$ cat config.mk
export PLATFORM = sky130hd
export DESIGN_NAME = condiciona_entrada
export DESIGN_NICKNAME = d
export VERILOG_FILES = /design/src/rtl/condiciona_entrada_pkg.sv /design/src/rtl/condiciona_entrada_debounce_bit.sv /design/src/rtl/condiciona_entrada.sv
export SDC_FILE = /design/constraint.sdc
export NUM_CORES = 1
export LEC_CHECK = 0
export CORE_MARGIN = 3
export CORE_UTILIZATION = 47
export DETAILED_ROUTE_END_ITERATION = 8
export PLACE_DENSITY_LB_ADDON = 0.1
export SKIP_CTS_REPAIR_TIMING = 1
export SYNTH_ARGS = -nofsm -noshare
export SYNTH_HDL_FRONTEND = slang
export SYNTH_SLANG_ARGS = --single-unit
$ cat constraint.sdc
create_clock -name clock -period 2.2 [get_ports clock]
set_clock_uncertainty 0.2 [all_clocks]
set_input_delay 0.44 -clock clock [delete_from_list [all_inputs] [get_ports clock]]
set_output_delay 0.44 -clock clock [all_outputs]
set_load 0.1 [all_outputs]
$ cat src/rtl/condiciona_entrada_pkg.sv
// condiciona_pkg: shared state type and default sizing for the input conditioning stage.
package condiciona_pkg;
    localparam int DATA_W_DEF          = 18;
    localparam int DEBOUNCE_CYCLES_DEF = 500000;
    localparam int CNT_W_DEF           = 24;
    typedef enum logic [1:0] {SOLTO, CONF_PRESS, PRESSIONADO, CONF_SOLTA} estado_t;
endpackage

$ cat src/rtl/condiciona_entrada_debounce_bit.sv
// debounce_bit: synchronises an active-low button, debounces it and captures a data word on each press.
module debounce_bit
    import condiciona_pkg::*;
#(
    parameter int W     = DATA_W_DEF,
    parameter int N     = DEBOUNCE_CYCLES_DEF,
    parameter int CNT_W = CNT_W_DEF
) (
    input  logic         clock,
    input  logic         resetn,
    input  logic         key_raw,
    input  logic [W-1:0] dado,
    output logic         nivel,
    output logic         pulso,
    output logic [W-1:0] captura
);
    localparam logic [CNT_W-1:0] FIM = CNT_W'(N - 1);
    localparam logic [CNT_W-1:0] UM  = CNT_W'(1);
    logic             k0, k1, key_s;
    estado_t          estado;
    logic [CNT_W-1:0] cnt;
    assign key_s = ~k1;
    // level, pulse and capture are all updated on the same edge as the state
    always_ff @(posedge clock or negedge resetn) begin
        if (!resetn) begin
            k0      <= 1'b1;
            k1      <= 1'b1;
            estado  <= SOLTO;
            cnt     <= '0;
            nivel   <= 1'b0;
            pulso   <= 1'b0;
            captura <= '0;
        end else begin
            k0    <= key_raw;
            k1    <= k0;
            pulso <= 1'b0;
            case (estado)
                SOLTO: if (key_s) begin
                    estado <= CONF_PRESS;
                    cnt    <= UM;
                end
                CONF_PRESS: if (!key_s) begin
                    estado <= SOLTO;
                    cnt    <= '0;
                end else if (cnt == FIM) begin
                    estado  <= PRESSIONADO;
                    cnt     <= '0;
                    nivel   <= 1'b1;
                    pulso   <= 1'b1;
                    captura <= dado;
                end else begin
                    cnt <= cnt + UM;
                end
                PRESSIONADO: if (!key_s) begin
                    estado <= CONF_SOLTA;
                    cnt    <= UM;
                end
                CONF_SOLTA: if (key_s) begin
                    estado <= PRESSIONADO;
                    cnt    <= '0;
                end else if (cnt == FIM) begin
                    estado <= SOLTO;
                    cnt    <= '0;
                    nivel  <= 1'b0;
                end else begin
                    cnt <= cnt + UM;
                end
                default: begin
                    estado <= SOLTO;
                    cnt    <= '0;
                    nivel  <= 1'b0;
                end
            endcase
        end
    end
endmodule

$ cat src/rtl/condiciona_entrada.sv
// condiciona_entrada: synchronises switches and ENTER, debounces ENTER, captures switches on press.
// Define CONDICIONA_CHAVES_DEBOUNCE_EN to also require a stable switch word before it propagates.
module condiciona_entrada
    import condiciona_pkg::*;
#(
    parameter int DATA_W          = DATA_W_DEF,
    parameter int DEBOUNCE_CYCLES = DEBOUNCE_CYCLES_DEF,
    parameter int CNT_W           = CNT_W_DEF
) (
    input  logic              clock,
    input  logic              resetn,
    input  logic [DATA_W-1:0] chaves_raw,
    input  logic              key_raw,
    output logic [DATA_W-1:0] chaves,
    output logic              enter,
    output logic              enter_pulso,
    output logic [DATA_W-1:0] chaves_captura
);
    logic [DATA_W-1:0] s0, s1;
    always_ff @(posedge clock or negedge resetn) begin
        if (!resetn) begin
            s0 <= '0;
            s1 <= '0;
        end else begin
            s0 <= chaves_raw;
            s1 <= s0;
        end
    end
`ifdef CONDICIONA_CHAVES_DEBOUNCE_EN
    localparam logic [CNT_W-1:0] FIM = CNT_W'(DEBOUNCE_CYCLES - 1);
    localparam logic [CNT_W-1:0] UM  = CNT_W'(1);
    logic [DATA_W-1:0] cand;
    logic [CNT_W-1:0]  cnt;
    // cand tracks the word being timed; any new value restarts the count
    always_ff @(posedge clock or negedge resetn) begin
        if (!resetn) begin
            chaves <= '0;
            cand   <= '0;
            cnt    <= '0;
        end else if (s1 == chaves) begin
            cand <= s1;
            cnt  <= '0;
        end else if (s1 != cand || cnt == '0) begin
            cand <= s1;
            cnt  <= UM;
        end else if (cnt == FIM) begin
            chaves <= s1;
            cnt    <= '0;
        end else begin
            cnt <= cnt + UM;
        end
    end
`else
    assign chaves = s1;
`endif
    debounce_bit #(
        .W    (DATA_W),
        .N    (DEBOUNCE_CYCLES),
        .CNT_W(CNT_W)
    ) u_key (
        .clock  (clock),
        .resetn (resetn),
        .key_raw(key_raw),
        .dado   (chaves),
        .nivel  (enter),
        .pulso  (enter_pulso),
        .captura(chaves_captura)
    );
endmodule

; After elaboration in Yosys (flattened, before gate mapping)
; Cells that the tools add are included.
[classes]
multipliers = 0
add_sub_neg = 1
n_lt_le_gt_ge = 0
n_reduce_logical = 6
n_shift = 0
eq_ne = 12
div_mod_pow = 0
muxes = 21
bitwise = 1
[op_table]
columns = operator, n
row1 = two-way mux 24 bit, 5
row2 = case mux 24 bit (4 select lines), 1
row3 = "adder 24 x 1 -> 24 bit, second input constant", 1
row4 = "equality test 24 x 19 -> 1 bit, second input constant", 1
row5 = two-way mux 2 bit, 6
row6 = "!= test 2 x 1 -> 1 bit, second input constant", 4
row7 = case mux 2 bit (4 select lines), 1
row8 = two-way mux 1 bit, 7
row9 = AND reduction 5 bit, 1
row10 = "equality test 2 bit, second input constant", 2
row11 = "!= test 2 bit, second input constant", 2
row12 = AND reduction 4 bit, 1
row13 = "!= test 3 x 1 -> 1 bit, second input constant", 1
row14 = "!= test 3 bit, second input constant", 1
row15 = AND reduction 3 bit, 1
row16 = "equality test 2 x 1 -> 1 bit, second input constant", 1
row17 = zero test 2 bit, 1
row18 = case mux 1 bit (2 select lines), 1
row19 = AND reduction 2 bit, 1
row20 = nonzero test 2 bit, 1
row21 = NOT 1 bit, 1
[totals]
output_inout_bits = 38
ramBits = 0
n_memories = 0
latch_bits = 0
register_bits = 84
romBits = 0

; Logic depth before layout (Yosys ltp)
; Gate-level depths: netlist of the first run.
[logic_depth]
ltp_word = 4
mapped_depth = 7
mapped_depth_nobuf = 6

; Hierarchy
; A second synthesis of the first run with hierarchy kept.
[unflattened]
cells_unflattened = 268
area_unflattened_um2 = 3324.4
[modules_own_cells]
columns = mod, cells_per_inst, instances, area_each_um2
row1 = debounce_bit, 232, 1, 2423.6
row2 = condiciona_entrada, 36, 1, 900.9

; Worst setup path after synthesis of the first run
; No wires, ideal clock.
[synth_path]
path_type = register -> register
from = register u_key.cnt[0]
to = register u_key.captura[10]
slack_ns = 0.057
n_path_buf = 1
setup_time_ns = 0.126
t_arrival_ns = 1.817
stages_incl_launch_ff = 8
path_cell_list = dfrtp_1 > ha_1 > and4_1 > and2_1 > nand3_4 > nor3_4 > buf_6 > mux2_4
[synth_between]
elab_chain_len = 2
[synth_lines]
columns = item, line
row1 = from (decl), condiciona_entrada_debounce_bit.sv:21  ; logic [CNT_W-1:0] cnt;
row2 = from (signal assigned), condiciona_entrada_debounce_bit.sv:52  ; cnt <= cnt + UM;
row3 = from (signal assigned), condiciona_entrada_debounce_bit.sv:66  ; cnt <= cnt + UM;
row4 = equality test 24 x 19 -> 1 bit, condiciona_entrada_debounce_bit.sv:45  ; end else if (cnt == FIM) begin
row5 = AND reduction 3 bit (no source line), --
row6 = to (signal assigned), condiciona_entrada_debounce_bit.sv:50  ; captura <= dado;
row7 = to (decl), condiciona_entrada_debounce_bit.sv:15  ; output logic [W-1:0] captura
; Every way passes these cells.
; A chain may end at the register's enable or synchronous reset.

; Final worst setup path of the first run
[layout_path]
from = register u_key.cnt[14]
to = register u_key.captura[2]
; The elaborated chain is that of the path after synthesis.

==> flow_summary.ini, run 1 <==
[critical_path]
ff2ff_path_depth = 6
startpoint_type = flip-flop
slowest_delay_ns = 0.46
critPathCaptureType = flip-flop
crit_type = flip-flop to flip-flop
crit_path_max_fanout = 10
critPathRequiredTime_ns = 2.22
path_cells = nor4_4, and4_4, nand3_4, nor3_4, buf_6, mux2_4
critPathArrivalTime_ns = 2.13
slowest_stage = dfrtp_2

[power]
seqPwrFrac = 0.484
leakage_nw = 1.98
p_total_mw = 3.43
vdd_drop_max_uv = 469
clock_power_share = 0.351
switching_share = 0.277
p_int_mw = 2.48
p_switching_uw = 950
power_density_nw_per_um2 = 815
combPwrFrac = 0.165

[finish]
diodes = 0
syn_to_final_growth_pct = 29.8
nFillCells = 516
fin_cells = 411
final_common_cell = dfrtp_1
layout_common_cells = dfrtp_1 (81), buf_4 (58), a21oi_1 (19), clkdlybuf4s50_1 (19), nand2_1 (17)
seq_area_um2 = 2110
final_area_um2 = 4210
drive_gt1_frac = 0.296
final_nets = 352
multi_input_area_um2 = 1080

[floorplan]
die_h_um = 89.0
die-area_um2 = 7930
ioPinCount = 59
chipWidth_um = 89.0
initial_utilization = 0.496
row_count = 29
core_area_um2 = 6530

[route]
first_iter_violations = 96
wl_per_cell_um = 15.1
dr.pass1.iters = 4
remaining_drc_errors = 0
via_count = 2222
ant_nets = 0
routed_wirelength_um = 6200
viasPerCell = 5.41

[sta]
slew_headroom = 0.661
hold_viol_final = 0
max_freq_mhz = 472
slew_violations = 0
setup_viol = 0
whs_ns = 0.154
tightest_slew_ns = 0.508
tns_ns = 0
rsz0062_at_grt = true
finalCriticalPeriod_ns = 2.12
fin_crit_sh = 0.963

[synthesis]
netlist_instances = 249
syn_area_um2 = 3240
synth_edf_count = 0
synth.avg_cell_area_um2 = 13.0
ys_types = 43
synth_ff_type = dfrtp_1
yosysWarnings = 0
syn_nets = 271
seq_area_frac_synth = 0.649
ys_seq_elements = 84
ys_async_sr_fraction = 1.00

[grt]
grtUsageTotal = 0.169
grt_pass1_vias = 2118
grt_pass1_wl_um = 10200
grt.overflow.total = 0
antenna_found_initial = 0
grt_max_degree = 85

[clocking]
clk_pin_slew_ns = 0.09
cts.htree.levels = 3
cts_buffers = 9
clk_latency_ns = 0.34
cts-root-buf = clkbuf_8
clkSinkCount = 84
clockBufferDepth = 2
cts_tree = yes

[placement]
gp_congestion = 0.807
place_hpwl_um = 4260
portBuffers = 58
place_inst = 395
placed_area_um2 = 3950

[flow_run]
maxCapViolations = 0

[worst_hold_path]
hold_class = flip-flop to flip-flop
whs_path_depth = 0

[run_status]
status = complete, no violations
-- worst max-delay path: cells and delay by family (launching register included) --
family / cells / cell delay, ns
buf+inv: 1 / 0.21
flops: 1 / 0.46
mux: 1 / 0.31
simple gates: 4 / 0.81
-- routing by layer --
| metal | track usage | vias up | part of all wire |
|---|---|---|---|
| li1 | - | 1057 | - |
| met1 | 0.237 | 1096 | 0.48 |
| met2 | 0.263 | 62 | 0.46 |
| met3 | 0.0332 | 7 | 0.051 |
| met4 | 0.0609 | 0 | 0.011 |
| met5 | 0 | - | 0 |
-- cell usage after synthesis (2+ instances only) --
library cell,count,area share
a21o_1,4,0.0093
a21oi_1,19,0.029
a22o_1,2,0.0054
a31oi_1,8,0.015
and2_1,2,0.0039
and3_1,8,0.015
and4_1,3,0.0081
buf_2,3,0.0046
buf_6,3,0.010
clkbuf_1,5,0.0058
dfrtp_1,82,0.63
dfstp_2,2,0.016
inv_1,2,0.0023
mux2_1,8,0.028
mux2_4,10,0.046
mux2i_1,4,0.012
nand2_1,17,0.020
nand2b_1,2,0.0039
nand3_1,15,0.023
nand4_1,4,0.0077
nor2_1,8,0.0093
nor3_1,2,0.0031
nor3b_1,2,0.0046
nor4_1,2,0.0039
o21ai_0,12,0.019
xnor2_1,3,0.0081
-- state kept, by name (all words and copies together), names as in the netlist, named ones only --
signal / count
u_key.cnt: 24
chaves: 18
s0: 18
u_key.captura: 18
u_key.estado: 1
u_key.k0: 1
u_key.k1: 1
u_key.nivel: 1
u_key.pulso: 1
-- power by group through the flow --
stage | registers [mW] | logic, mW | clock network [mW]
4_1_cts | 1.66 | 0.567 | 1.23
5_1_grt | 1.67 | 0.623 | 1.30
2_1_floorplan | 1.81 | 0.211 | 0
3_3_place_gp | 1.68 | 0.558 | 0
3_5_place_dp | 1.69 | 0.566 | 0
6_report | 1.66 | 0.567 | 1.20
-- kinds of logic after synthesis --
| logic type | Yosys count | synth area share |
|---|---|---|
| compound gates | 52 | 0.0954 |
| fa+ha+maj | 1 | 0.00386 |
| xor+xnor | 4 | 0.0108 |
| mux | 22 | 0.0865 |
| buf+inv | 14 | 0.0247 |
| flops | 84 | 0.649 |
| simple gates | 72 | 0.129 |
-- final cells by class --
| cell class | instances | area share |
|---|---|---|
| Inverter | 2 | 0.00179 |
| Sequential cell | 84 | 0.501 |
| Tap cell | 77 | 0.0229 |
| Clock inverter | 5 | 0.0199 |
| Clock buffer | 10 | 0.0327 |
| Multi-Input combinational cell | 151 | 0.256 |
| Timing Repair Buffer | 82 | 0.166 |
-- worst paths after layout --
kind                                    start               end  slack, ns
worst max register to register  u_key.cnt[14]  u_key.captura[2]       0.08
min in group asynchronous              resetn         chaves[4]       0.47
worst max-delay path            u_key.cnt[14]  u_key.captura[2]       0.08
worst min-delay path                    s0[7]         chaves[7]       0.15
worst min register to register          s0[7]         chaves[7]       0.15
max in group asynchronous              resetn          u_key.k0       0.97
-- metrics by stage --
| step | worst slack, ns | utilization |
|---|---|---|
| final | 0.0812 | 0.644 |
| after global routing | -0.00616 | 0.644 |
| after CTS | -0.0942 | 0.638 |
| after detailed placement | -0.0662 | 0.604 |
| after global placement | -0.00327 | 0.604 |
| after floorplan | 0.0569 | - |
Note: power is estimated with default switching activity, not from simulation.
==> inputs of run 2 (changes only) <==
--- a/config.mk
+++ b/config.mk
@@ -5,7 +5,9 @@
 export SDC_FILE = /design/constraint.sdc
 export NUM_CORES = 1
 export LEC_CHECK = 0
-export CORE_MARGIN = 3
+export ABC_AREA = 1
+export ABC_CLOCK_PERIOD_IN_PS = 2200
+export CORE_MARGIN = 2
 export CORE_UTILIZATION = 47
 export DETAILED_ROUTE_END_ITERATION = 8
 export PLACE_DENSITY_LB_ADDON = 0.1
==> run 2 against run 1 <==
Against the previous run:
- area after synthesis is 7.0% higher
- worst setup slack better by 0.21 ns
- critical path depth is 3 higher
- register-to-register slack better by 0.21 ns
- clock power is 12% lower
- critical path type unchanged
- sequential cell count stayed put
- via count is 22% higher
- first-iteration DRC count is 65% higher
- sequential share of layout area is 0.96 points lower
- worst hold slack worse by 0.011 ns
- fmax is 11% higher
==> flow_summary.ini, run 2 <==
[run_status]
status = complete, no violations

[route]
dr.pass1.iters = 4
routed_wirelength_um = 7580
remaining_drc_errors = 0
first_iter_violations = 158
via_count = 2700
viasPerCell = 4.78
ant_nets = 0
wl_per_cell_um = 13.4

[placement]
gp_congestion = 0.932
place_inst = 548
portBuffers = 58
place_hpwl_um = 5410

[critical_path]
slowest_delay_ns = 0.38
critPathArrivalTime_ns = 1.96
critPathRequiredTime_ns = 2.25
cp_num_buf_inv = 2
r2r_setup_slack_ns = 0.29
startpoint_type = flip-flop
cpMostUsedCell = nand2_1
slowest_stage = dfrtp_1
critPathCaptureType = flip-flop
critPathTopFamily = simple AND/OR/NAND/NOR gates
crit_path_max_fanout = 15
path_cells = ha_1, nand2_1, nor2_4, inv_2, nor2_4, nand4_2, buf_4, nand2_1, nand2_1
crit_type = flip-flop to flip-flop

[synthesis]
synth_top_area_frac = 0.592
ys_types = 27
ys_top_cells_by_count = nand2_1 (152), dfrtp_1 (82), nor2_1 (39), inv_1 (32), nand3_1 (32)
synth_xor_area_frac = 0.0177
synth_edf_count = 0
syn_area_um2 = 3470
synth_simple_gate_area_frac = 0.286
syn_nets = 413
yosysWarnings = 0
ys_seq_elements = 84
yosysMostFrequentCell = nand2_1
synth_compound_gate_area_share = 0.0314
synth.avg_cell_area_um2 = 8.87
synth_top_family_by_area = simple AND/OR/NAND/NOR gates
seq_area_frac_synth = 0.607
synthAdderAreaFrac = 0.00361
netlist_top_cells_area = dfrtp_1 (59%), nand2_1 (16%), nand3_1 (4.6%)
synth_ff_type = dfrtp_1
netlist_instances = 391
muxShareOfSynthArea = 0
synth_top_cell_by_area = dfrtp_1
ys_async_sr_fraction = 1.00

[grt]
grt_pass1_vias = 2637
antenna_found_initial = 0
grt.overflow.total = 0
grt_max_degree = 43
grtUsageTotal = 0.199
grt_pass1_wl_um = 12700

[sta]
rsz0062_at_grt = false
hold_viol_final = 0
finalCriticalPeriod_ns = 1.91
setup_viol = 0
slew_violations = 0
slew_headroom = 0.653
max_freq_mhz = 524
fin_crit_sh = 0.867
tightest_slew_ns = 0.516
tns_ns = 0

[floorplan]
die-area_um2 = 8080
core_area_um2 = 7210
initial_utilization = 0.481
die_h_um = 89.9
row_count = 31
chipWidth_um = 89.9
ioPinCount = 59

[flow_run]
maxCapViolations = 0

[finish]
final_common_cell = nand2_1
largest_reg_flops = 24
fin_util = 0.594
fin_cells = 565
syn_to_final_growth_pct = 23.6
nFillCells = 648
largest_register = u_key.cnt
layout_common_cells = nand2_1 (151), dfrtp_1 (82), buf_4 (45)
final_nets = 483
diodes = 0
drive_gt1_frac = 0.163

[clocking]
clkSinkCount = 84
clk_pin_slew_ns = 0.10
clockBufferDepth = 2
clk_latency_ns = 0.36
cts_buffers = 9
cts.htree.levels = 3
cts-root-buf = clkbuf_8
cts_tree = yes

[power]
power_density_nw_per_um2 = 777
leakage_nw = 2.12
p_total_mw = 3.33
vdd_drop_max_uv = 534

[worst_hold_path]
hold_class = flip-flop to flip-flop
run 2: final timing paths:
kind	start	end	depth (start not counted)
max	u_key.cnt[1]	u_key.captura[8]	9
min	s0[6]	chaves[6]	0
max reg2reg	u_key.cnt[1]	u_key.captura[8]	9
min reg2reg	s0[6]	chaves[6]	0
max in group asynchronous	resetn	u_key.k0	3
min in group asynchronous	resetn	u_key.cnt[18]	2
run 2: logic make-up after synthesis:
family / count (synthesis)
xor+xnor: 7
compound gates: 20
flops: 84
simple gates: 237
buf+inv: 42
fa+ha+maj: 1
run 2: layer usage:
layer  up-vias  share of wire  GRT usage
li1       1357              -          -
met1      1278           0.48      0.277
met2        61           0.47      0.316
met3         4          0.040     0.0444
met4         0         0.0073     0.0615
met5         -              0          0
run 2: area by class of cell:
class	instances	area (µm²)	share of cell area
sequential	84	2100	0.491
multi-input combinational	265	1180	0.275
clock buffer	9	124	0.0289
clock inverter	7	65.1	0.0152
inverter	35	133	0.0309
tap	99	124	0.0289
timing repair buffer	66	558	0.130
run 2: where the power goes:
group	leakage, nW	internal [mW]	total, mW	switching (mW)
logic	0.960	0.176	0.606	0.430
registers	1.08	1.62	1.67	0.0479
clock network	0.0878	0.437	1.06	0.618
total	2.12	2.23	3.33	1.10
run 2: through the flow:
stage | hold slack, ns | setup WS [ns] | area (µm²)
floorplan | -0.0556 | 0.474 | 3470
detailed placement | 0.135 | 0.178 | 4080
finish | 0.143 | 0.292 | 4290
global placement | 0.131 | 0.284 | 4080
CTS | -0.148 | 0.167 | 4270
global route | 0.159 | 0.0621 | 4290
==> inputs of run 3 (changes only) <==
--- a/config.mk
+++ b/config.mk
@@ -9,6 +9,7 @@
 export ABC_CLOCK_PERIOD_IN_PS = 2200
 export CORE_MARGIN = 2
 export CORE_UTILIZATION = 47
+export CTS_CLUSTER_SIZE = 24
 export DETAILED_ROUTE_END_ITERATION = 8
 export PLACE_DENSITY_LB_ADDON = 0.1
 export SKIP_CTS_REPAIR_TIMING = 1
==> results of run 3 <==
No change in the layout: final DEF, timing and power equal those of run 2.
==> variant (config.mk and constraints of run 3) <==
Re-encode `estado_t` (4 values) as one-hot, 4 bits wide.
--- a/src/rtl/condiciona_entrada_pkg.sv
+++ b/src/rtl/condiciona_entrada_pkg.sv
@@ -4,5 +4,5 @@
     localparam int DEBOUNCE_CYCLES_DEF = 500000;
     localparam int CNT_W_DEF           = 24;
-    typedef enum logic [1:0] {SOLTO, CONF_PRESS, PRESSIONADO, CONF_SOLTA} estado_t;
+    typedef enum logic [3:0] {SOLTO = 4'b0001, CONF_PRESS = 4'b0010, PRESSIONADO = 4'b0100, CONF_SOLTA = 4'b1000} estado_t;
 endpackage
 
Behaviour: no difference found for any inputs over 10 cycles, from zero or initial values and one cycle with resetn low; not proved beyond that.
==> variant against run 3 <==
- fmax is 5.2% lower
- cell count up 7.1%
- synthesized area is 7.4% higher
- final area grew 5.1%
- worst setup slack worse by 100 ps
- routed wire length up 5.2%
- combinational power rose by 10%
- critical path type unchanged
- hold slack improved by 9.9 ps
- first-iteration DRC count up 22%
- sequential cell count grew 2
- global-route usage is 0.32 points lower
- non-clock buffer count down 5
- power grew 4.3%
- synthesized cell count grew 10%
==> variant: results (changes against run 3) <==
- Result of the run: completed (unchanged).
- The maximum number of pins on one net before global-route repair was 87 (was 43).
- The overall via count from detail_route is 2,919 (was 2,700).
- The total clock buffers created by CTS is 9 (unchanged).
- The highest fanout seen on the critical path is 16 (was 15).
- The worst slack after detailed placement is 199 ps (was 178 ps).
- The final weighted congestion in routability-driven placement is 0.949 (was 0.932).
- The top register by number of flip-flops is u_key.cnt (unchanged).
- The number of global-route vias before repair is 2,737 (was 2,637).
- The register area share after synthesis is 0.579 (was 0.607).
- The arrival time at the worst endpoint is 2090 ps (was 1960 ps).
- The detailed-router iteration count before antenna repair is 5 (was 4).
- The cell total after placement is 588 (was 548).
- The flop-to-flop setup slack is 190 ps (was 290 ps).
- The peak per-stage delay on the critical path came to 610 ps (was 380 ps).
- The worst vdd rail ir drop is 0.347 mV (was 0.534 mV).
- The total track usage is 0.196 (was 0.199).
- The leakage component of the power is 0.00215 uW (was 0.00212 uW).
- The total wire length is 7970 um (was 7580 um).
- The master of the slowest instance on the critical path is sky130_fd_sc_hd__dfstp_2 (was sky130_fd_sc_hd__dfrtp_1).
- The number of cell instances on the worst register-to-register path is 6 (was 9).
- The proportion of netlist area held by the largest area contributor came to 0.558 (was 0.592).
- The estimated wirelength of the detail-placed design is 5660 um (was 5410 um).
- The final layout net count is 520 (was 483).
- The critical path capture point is u_key.estado[0] (was u_key.captura[8]).
- The relative slew slack is 0.700 (was 0.653).
- Leading cell types by count after synthesis: sky130_fd_sc_hd__nand2_1 (144), sky130_fd_sc_hd__dfrtp_1 (83), sky130_fd_sc_hd__nor2_1 (60) (was sky130_fd_sc_hd__nand2_1 (152), sky130_fd_sc_hd__dfrtp_1 (82), sky130_fd_sc_hd__nor2_1 (39)).
- The share of cells above drive strength 1 is 0.157 (was 0.163).
- The cell area reported after detailed placement is 0.00429 sq mm (was 0.00408 sq mm).
- Top cells by area in the synthesized netlist: sky130_fd_sc_hd__dfrtp_1 (56%), sky130_fd_sc_hd__nand2_1 (15%), sky130_fd_sc_hd__nor2_1 (6.0%) (was sky130_fd_sc_hd__dfrtp_1 (59%), sky130_fd_sc_hd__nand2_1 (16%), sky130_fd_sc_hd__nand3_1 (4.6%)).
- The average detailed-routed wire length per instance is 13.2 um (was 13.4 um).
- The prevailing post-synth register cell is sky130_fd_sc_hd__dfrtp_1 (unchanged).
- The number of standard cells after synthesis came to 432 (was 391).
- The achievable frequency was 0.497 GHz (was 0.524 GHz).
- The number of distinct library cells after synthesis is 25 (was 27).
- The root buffer cell was sky130_fd_sc_hd__clkbuf_8 (unchanged).
- The cell type group with the largest total delay on the critical path is flip-flops (was simple AND/OR/NAND/NOR gates).
- The design internal power came to 2280 uW (was 2230 uW).
- The global-route wire length before repair is 13,100 um (was 12,700 um).
-- variant: cell count changes after synthesis, sizes merged, moves of 3 or more --
cell and change:
nand2 -7, xnor2 -3, nor2 +25, inv +10
nor3 +10, a21oi +3, nand4 +10, o22ai -5
-- variant: area by class of cell --
| type | instances | area [sq um] |
|---|---|---|
| Tap cell | 102 | 128 |
| Sequential cell | 86 | 2160 |
| Clock buffer | 9 | 124 |
| Fill cell | 697 | 3190 |
| Multi-Input combinational cell | 296 | 1330 |
| Timing Repair Buffer | 61 | 520 |
| Clock inverter | 7 | 76.3 |
| Inverter | 44 | 168 |
-- variant: worst min-delay path by stage --
stage | startpoint | to
after floorplan | resetn | chaves[0]
after global placement | s0[0] | chaves[0]
after detailed placement | s0[11] | chaves[11]
after CTS | resetn | u_key.cnt[21]
after global routing | s0[13] | chaves[13]
final | s0[16] | chaves[16]
-- variant: logic make-up (layout without fill, tap and decap cells) --
family,count (synthesis),count (layout),synth area share
AND/OR/NAND/NOR,273,273,0.317
flip-flops,86,86,0.579
buffers and inverters,50,121,0.0642
AO/OA/AOI/OAI,16,16,0.0225
XOR/XNOR,6,6,0.0141
adder cells (fa/ha/maj),1,1,0.00336
-- variant: worst register-to-register path, stage by stage (launching register included) --
cell and delay [ps]:
sky130_fd_sc_hd__dfstp_2 610, sky130_fd_sc_hd__inv_2 100, sky130_fd_sc_hd__nand4_1 170, sky130_fd_sc_hd__nand2_4 180
sky130_fd_sc_hd__inv_4 210, sky130_fd_sc_hd__nand2_1 230, sky130_fd_sc_hd__o21ai_0 240
-- variant: metrics by stage --
step	util	hold slack, ps
3_3_place_gp	0.558	132
2_1_floorplan	-	-55.6
5_1_grt	0.586	164
3_5_place_dp	0.558	135
6_report	0.586	153
4_1_cts	0.584	-91.1
-- variant: power groups by stage --
stage	clock [uW]	sequential (uW)	combinational [uW]
floorplan	0	1860	396
CTS	1130	1720	674
global placement	0	1740	668
finish	1090	1720	668
global route	1190	1730	736
detailed placement	0	1750	675
-- variant: per-layer routing --
| layer | routed length [um] | global-route usage |
|---|---|---|
| met3 | 430 | 0.0435 |
| met4 | 100 | 0.0699 |
| met1 | 3690 | 0.274 |
| met5 | 0 | 0 |
| met2 | 3750 | 0.303 |
